--- src/rtl/sweep_peak_controller.sv ---
// sweep_peak_controller
// Steps a mechanism through NUM_POS positions. At each position it waits
// SETTLE_CYCLES clocks, takes an ADC sample, and tracks the maximum sample
// and the position where it occurred. When the sweep completes it publishes
// peak_value/peak_pos and launches the BCD converter.
//
// Optional feature macro: SWEEP_AVG4_EN
//   defined   : four adc_valid samples are summed per position and the
//               compared value is the sum >> 2 (truncated).
//   undefined : one sample per position, no accumulator.
//
// Latency with immediate adc_valid, step_ack and bcd_busy=0, counted in
// rising clock edges from the cycle start is driven to the first cycle
// done is visible (NS = samples per position, 1 or 4):
//   NUM_POS*(SETTLE_CYCLES+NS) + (NUM_POS-1) + 2
module sweep_peak_controller #(
    parameter int NUM_POS       = 16,
    parameter int SETTLE_CYCLES = 1000
) (
    input  logic        clk,
    input  logic        reset,
    input  logic        start,
    input  logic [11:0] adc_data,
    input  logic        adc_valid,
    output logic        step_req,
    input  logic        step_ack,
    output logic        bcd_start,
    input  logic        bcd_busy,
    output logic [11:0] peak_value,
    output logic [3:0]  peak_pos,
    output logic        busy,
    output logic        done
);

    localparam int          CNT_W       = (SETTLE_CYCLES < 2) ? 1 : $clog2(SETTLE_CYCLES + 1);
    localparam logic [CNT_W-1:0] SETTLE_LOAD = CNT_W'(SETTLE_CYCLES);
    localparam logic [3:0]  LAST_POS    = 4'(NUM_POS - 1);

    typedef enum logic [2:0] {
        IDLE,
        SETTLE,
        SAMPLE,
        STEP,
        REPORT
    } state_t;

    state_t           state;
    state_t           next_state;

    logic [3:0]       pos;
    logic [11:0]      run_max;
    logic [3:0]       run_idx;
    logic [CNT_W-1:0] settle_cnt;

    logic             load_start;
    logic             sample_take;
    logic             step_done;
    logic             report_fire;
    logic [11:0]      sample_value;

`ifdef SWEEP_AVG4_EN
    logic [13:0]      avg_acc;
    logic [1:0]       avg_cnt;
    logic [13:0]      avg_sum;

    // Running sum including the sample presented this cycle
    always_comb begin
        avg_sum      = avg_acc + 14'(adc_data);
        sample_value = 12'(avg_sum >> 2);
    end
`else
    // Single-sample mode compares the raw ADC value
    always_comb begin
        sample_value = adc_data;
    end
`endif

    // State register
    always_ff @(posedge clk or posedge reset) begin
        if (reset) begin
            state <= IDLE;
        end else begin
            state <= next_state;
        end
    end

    // Next-state logic, control strobes and level outputs
    always_comb begin
        next_state  = state;
        load_start  = 1'b0;
        sample_take = 1'b0;
        step_done   = 1'b0;
        report_fire = 1'b0;
        step_req    = 1'b0;
        busy        = (state != IDLE);

        case (state)
            IDLE: begin
                if (start) begin
                    load_start = 1'b1;
                    next_state = SETTLE;
                end
            end

            SETTLE: begin
                if (settle_cnt == CNT_W'(1)) begin
                    next_state = SAMPLE;
                end
            end

            SAMPLE: begin
                if (adc_valid) begin
`ifdef SWEEP_AVG4_EN
                    if (avg_cnt == 2'd3) begin
                        sample_take = 1'b1;
                    end
`else
                    sample_take = 1'b1;
`endif
                end
                if (sample_take) begin
                    next_state = (pos == LAST_POS) ? REPORT : STEP;
                end
            end

            STEP: begin
                step_req = 1'b1;
                if (step_ack) begin
                    step_done  = 1'b1;
                    next_state = SETTLE;
                end
            end

            REPORT: begin
                if (!bcd_busy) begin
                    report_fire = 1'b1;
                    next_state  = IDLE;
                end
            end

            default: begin
                next_state = IDLE;
            end
        endcase
    end

    // Datapath: position, settle timer, running peak and published result
    always_ff @(posedge clk or posedge reset) begin
        if (reset) begin
            pos        <= '0;
            run_max    <= '0;
            run_idx    <= '0;
            settle_cnt <= '0;
            peak_value <= '0;
            peak_pos   <= '0;
            bcd_start  <= 1'b0;
            done       <= 1'b0;
`ifdef SWEEP_AVG4_EN
            avg_acc    <= '0;
            avg_cnt    <= '0;
`endif
        end else begin
            bcd_start <= 1'b0;
            done      <= 1'b0;

            if (load_start) begin
                pos        <= '0;
                run_max    <= '0;
                run_idx    <= '0;
                settle_cnt <= SETTLE_LOAD;
`ifdef SWEEP_AVG4_EN
                avg_acc    <= '0;
                avg_cnt    <= '0;
`endif
            end

            if (state == SETTLE) begin
                settle_cnt <= settle_cnt - CNT_W'(1);
            end

`ifdef SWEEP_AVG4_EN
            if (state == SAMPLE && adc_valid) begin
                if (sample_take) begin
                    avg_acc <= '0;
                    avg_cnt <= '0;
                end else begin
                    avg_acc <= avg_sum;
                    avg_cnt <= avg_cnt + 2'd1;
                end
            end
`endif

            // Position 0 always loads; later positions need a strictly larger value
            if (sample_take && (pos == '0 || sample_value > run_max)) begin
                run_max <= sample_value;
                run_idx <= pos;
            end

            if (step_done) begin
                pos        <= pos + 4'd1;
                settle_cnt <= SETTLE_LOAD;
            end

            if (report_fire) begin
                peak_value <= run_max;
                peak_pos   <= run_idx;
                bcd_start  <= 1'b1;
                done       <= 1'b1;
            end
        end
    end

endmodule

--- config.mk ---
export PLATFORM = sky130hd
export DESIGN_NAME = sweep_peak_controller
export DESIGN_NICKNAME = d
export VERILOG_FILES = /design/src/rtl/sweep_peak_controller.sv
export SDC_FILE = /design/constraint.sdc
export NUM_CORES = 1
export LEC_CHECK = 0
export ABC_AREA = 1
export CAP_MARGIN = 20
export CELL_PAD_IN_SITES_DETAIL_PLACEMENT = 1
export CELL_PAD_IN_SITES_GLOBAL_PLACEMENT = 1
export CORE_MARGIN = 2
export CORE_UTILIZATION = 44
export DETAILED_ROUTE_END_ITERATION = 16
export PLACE_DENSITY = 0.95
export SYNTH_ARGS = -nofsm -noshare
export SYNTH_HDL_FRONTEND = slang
export SYNTH_SLANG_ARGS = --single-unit
--- constraint.sdc ---
create_clock -name clk -period 3.8 [get_ports clk]
set_input_delay 0.57 -clock clk [delete_from_list [all_inputs] [get_ports clk]]
set_output_delay 0.57 -clock clk [all_outputs]
set_load 0.05 [all_outputs]
==> flow_summary.toml, run 1 <==
[sta]
tightest_slew_ps = 769
fin_crit_sh = 0.668
setup_tns_ps = 0
rsz0062_at_grt = "false"
worst_clock_skew_ps = 5.57
max_freq_mhz = 394
setup_viol = 0
period_minus_slack_ps = 2540
slew_headroom = 0.486
hold-worst-slack_ps = 476
drv_slew = 0
hold_viol = 0

[floorplanning]
initial_utilization = 0.463
die_w_um = 80.8
core-area_um2 = 5610
num_rows = 27
die_h_um = 80.8
die-area_um2 = 6530
boundaryPins = 38

[worst_hold_path]
min_path_type = "in2async"

[cells_and_area]
num_antenna_cells = 0
area_growth_syn_to_layout_pct = 21.9
final_nets = 375
drive_gt1_frac = 0.0702

[place]
place.gp.congestion = 0.832
post-dp-hpwl_mm = 4.61
io_buffers = 37

[synthesis]
syn-num-nets = 338
yosysSeqAreaShare = 0.482
synth_edf_count = 0
synthCells = 304
synth-async-reset-ratio = 1.00
synth_top_flop_cell = "dfrtp_1"
synth_area_um2 = 2600
synth_seq_cells = 50
synthDistinctLibCells = 31
avgSynthCellArea_um2 = 8.54
yosysWarnings = 0

[critical_path]
worstSetupEndpointType = "output port"
reg2reg_to = "settle_cnt[0]"
reg2reg_from = "state[0]"
max_stage_delay_ps = 810
path_max_fanout = 6
worst_path_max_delay_cell = "clkdlybuf4s50_1"
worstSetupPathType = "reg2out"
r2r_setup_slack_ps = 1420
worstPathRequired_ps = 3230
cpMostUsedCell = "inv_1"
critPathLaunchType = "flip-flop"
path_cells = "inv_1 > nand3_1 > inv_1 > clkdlybuf4s50_1"
critical_path_arrival_ps = 1970
r2r_cells = 6

[pwr]
pwr-share-clk = 0.236
comb_power_share = 0.384
p_seq_frac = 0.381
ir_worst_vdd_uv = 374
power_w = 0.00196
leakagePower_nw = 1.55
swShare = 0.400
power_switching_w = 0.000783
p_int_w = 0.00118
power_density_nw_per_um2 = 619

[global_routing]
antenna_found_initial = 0
grt_pass1_vias = 2382
met1_usage = 0.269
grt_overflow = 0
grt_usage = 0.214
grt_use_met2 = 0.382
grt_util_met3 = 0.0289
grt_pass1_wl_mm = 10.9
grt_max_degree = 51
top_usage_layer = "met2"

[detailed_routing]
drc = 0
drt-total-wl_mm = 6.39
drt-initial-drc-count = 88
ant_nets = 0
num_vias = 2227
routedWlPerCell_um = 15.4
dr.pass1.iters = 4
avgViaCountPerCell = 5.38

[clock_tree]
post_cts_buffers = 0
ctsHoldBuffers = 0
clock_latency_ps = 300
ctsHtreeMaxLevel = 2
root_buffer = "clkbuf_8"
cts_tree = "yes"
path_clk_slew_ps = 90
cts_made_buffers = 5
cts_sinks = 50
cts_resized = 0
clockBufferDepth = 2

[flow_run]
maxCapViolCount = 0

[status]
status = "finished, final reports clean"
## worst max-delay path: cells and delay by family (launching register included)
kind	cells	cell delay, ps
buffers and inverters	3	1060
DFF	1	490
and+or+nand+nor	1	120
## routing by layer
metal,part of all wire,vias up
met5,0,-
li1,-,1067
met2,0.52,41
met3,0.028,11
met4,0.016,0
met1,0.44,1108
## logic make-up (layout without fill, tap and decap cells)
family,Yosys count,after routing,share of synthesized area
fa+ha+maj,16,16,0.0771
compound gates,40,40,0.0857
simple gates,145,145,0.264
flops,50,50,0.482
xor+xnor,2,2,0.00674
buf+inv,51,89,0.0848
## synth_stat cells, types with 2 or more instances
master	n	area, µm²
nand2_1	72	270
dfrtp_1	50	1250
nand3_1	45	225
inv_1	39	146
o21ai_0	22	110
ha_1	16	200
nor2_1	12	45.0
o21ai_1	7	35.0
buf_2	5	25.0
nand4_1	4	25.0
a21oi_1	3	15.0
inv_2	3	11.3
o22ai_1	3	18.8
buf_4	2	15.0
buf_6	2	22.5
nand2_2	2	12.5
nand3_2	2	20.0
xor2_1	2	17.5
## power groups by stage
stage / clock network [W] / registers, W / logic [W]
floorplan: 0 / 0.000750 / 0.000533
global placement: 0 / 0.000743 / 0.000699
detailed placement: 0 / 0.000754 / 0.000744
CTS: 0.000467 / 0.000744 / 0.000756
global route: 0.000487 / 0.000761 / 0.000853
finish: 0.000462 / 0.000746 / 0.000752
## metrics by stage
stage | setup slack [ps] | util | instances | instance area, µm²
3_3_place_gp | 1210 | 0.535 | 405 | 3000
5_1_grt | 1120 | 0.564 | 414 | 3170
4_1_cts | 1260 | 0.561 | 413 | 3150
3_5_place_dp | 1090 | 0.535 | 405 | 3000
6_report | 1260 | 0.564 | 414 | 3170
2_1_floorplan | 1940 | - | 304 | 2600
## layout make-up
class | instances | area, µm²
fillers | 675 | 2440
well taps | 72 | 90.1
clock inverters | 2 | 60.1
multi-input cells | 203 | 1130
clock buffers | 6 | 82.6
inverters | 42 | 158
flip-flops and latches | 50 | 1250
repair buffers | 39 | 398
## worst max-delay path by stage
stage                 startpoint         end  slack, ps  depth (start not counted)
floorplan           adc_data[11]  run_idx[0]       1940                         13
global placement    adc_data[11]  run_max[7]       1210                         13
detailed placement  adc_data[11]  run_idx[1]       1090                         13
CTS                     state[2]    step_req       1260                          4
global route            state[2]    step_req       1120                          4
finish                  state[2]    step_req       1260                          4
## cell usage in the layout (no fill, tap or decap), types with 3 or more instances in the layout
| cell | Yosys | routed |
|---|---|---|
| nand2_1 | 72 | 72 |
| dfrtp_1 | 50 | 50 |
| nand3_1 | 45 | 45 |
| inv_1 | 39 | 38 |
| clkdlybuf4s50_1 | 0 | 37 |
| o21ai_0 | 22 | 22 |
| ha_1 | 16 | 16 |
| nor2_1 | 12 | 12 |
| o21ai_1 | 7 | 7 |
| clkbuf_8 | 0 | 6 |
| inv_2 | 3 | 4 |
| nand4_1 | 4 | 4 |
| o22ai_1 | 3 | 3 |
| a21oi_1 | 3 | 3 |
## flip-flops by register name (all words and copies together) (netlist names)
register	cells
settle_cnt	10
peak_pos	4
done	1
peak_value	12
run_idx	4
pos	4
state	3
run_max	12
Note: power is estimated with default switching activity, not from simulation.
==> inputs of run 2 (changes only) <==
Settings changed: CORE_UTILIZATION 44 to 40, PLACE_DENSITY 0.95 to 0.88.
Clock period 3.8 ns to 2.4 ns, I/O delays scaled along.
==> run 2 against run 1 <==
Clock power grew 30%. First-iteration DRC count is 11% lower. Sequential power is 57% higher. Critical path depth decreased by 1. Routed wire length shrank 0.72%. Utilization is 6.3 points lower. Combinational power up 65%. Clock skew about the same.
==> flow_summary.toml, run 2 (synthesis results as in run 1) <==
[status]
status = "finished, final reports clean"

[detailed_routing]
routedWlPerCell_um = 15.0
ant_nets = 0
drt-total-wl_mm = 6.35
drc = 0
num_vias = 2183
drt-initial-drc-count = 78
dr.pass1.iters = 4
avgViaCountPerCell = 5.17

[global_routing]
grt_usage = 0.188
grt_overflow = 0
grt_pass1_vias = 2347
grt_max_degree = 29
grt_pass1_wl_mm = 10.9
antenna_found_initial = 0

[clock_tree]
clock_latency_ps = 310
cts_resized = 0
cts_sinks = 50
root_buffer = "clkbuf_8"
post_cts_buffers = 0
ctsHtreeMaxLevel = 2
cts_made_buffers = 5
clockBufferDepth = 2
cts_tree = "yes"
path_clk_slew_ps = 100
ctsHoldBuffers = 0

[sta]
setup_tns_ps = 0
period_minus_slack_ps = 2260
hold-worst-slack_ps = 410
tightest_slew_ps = 612
drv_slew = 0
slew_headroom = 0.589
setup_viol = 0
hold_viol = 0
rsz0062_at_grt = "false"
worst_clock_skew_ps = 6.03
max_freq_mhz = 443
layout_setup_ws_ps = 140
fin_crit_sh = 0.942

[critical_path]
worstPathRequired_ps = 2040
worstSetupEndpointType = "output port"
worstSetupPathType = "reg2out"
critPathLaunchType = "flip-flop"
r2r_cells = 8
path_max_fanout = 6
critical_path_arrival_ps = 1900

[floorplanning]
core-area_um2 = 6310
boundaryPins = 38
die_h_um = 84.6
die_w_um = 84.6
die-area_um2 = 7150
num_rows = 29
initial_utilization = 0.411

[cells_and_area]
multi_input_area_um2 = 1130
drive_gt1_frac = 0.0754
seq_area_um2 = 1250
num_antenna_cells = 0
top_regs = "peak_value: 12 flops, run_max: 12 flops, settle_cnt: 10 flops"
final_nets = 378
fillers = 773
area_growth_syn_to_layout_pct = 21.8
mostFrequentLayoutCells = "nand2_1, dfrtp_1, nand3_1"
layout_commonest_cell = "nand2_1"

[place]
post-dp-hpwl_mm = 4.89
place.gp.congestion = 0.785
io_buffers = 37
place_ws_ps = 176

[flow_run]
maxCapViolCount = 0

[pwr]
power_density_nw_per_um2 = 951
leakagePower_nw = 1.56
ir_worst_vdd_uv = 525

[worst_hold_path]
min_path_type = "in2async"
## run 2: metal layers
layer,up-vias,GRT usage,part of all wire
li1,1068,-,-
met1,1056,0.234,0.44
met2,48,0.326,0.50
met3,11,0.0374,0.043
met4,0,0.0620,0.018
met5,-,0,0
## run 2: cell type report
type	count	share of cell area
sequential	50	0.395
multi-input combinational	203	0.356
timing repair buffer	42	0.134
inverter	42	0.0498
tap	77	0.0304
clock buffer	6	0.0229
clock inverter	2	0.0119
## run 2: critical path: stages (launching register included)
cell	delay, ps
dfrtp_1	520
inv_1	130
nand2_1	130
clkdlybuf4s50_1	810
## run 2: worst paths after layout
path / startpoint / end / slack, ps
max: state[2] / busy / 140
min: reset / settle_cnt[5] / 410
max reg2reg: state[2] / settle_cnt[0] / 540
min reg2reg: peak_pos[1] / peak_pos[1] / 480
max in group asynchronous: reset / peak_value[9] / 1460
min in group clk: peak_pos[1] / peak_pos[1] / 480
## run 2: power breakdown
group          leakage (nW)  switching, W  internal [W]  total, W
Combinational         0.878      0.000814      0.000426   0.00124
Sequential            0.627      0.000151       0.00102   0.00117
Clock                0.0514      0.000288      0.000311  0.000600
## run 2: stage by stage
step	power (W)	util	cells	instance area [µm²]
3_5_place_dp	0.00243	0.483	414	3050
2_1_floorplan	0.00203	-	304	2600
5_1_grt	0.00324	0.501	422	3160
3_3_place_gp	0.00233	0.483	414	3050
4_1_cts	0.00303	0.501	422	3160
6_report	0.00301	0.501	422	3160
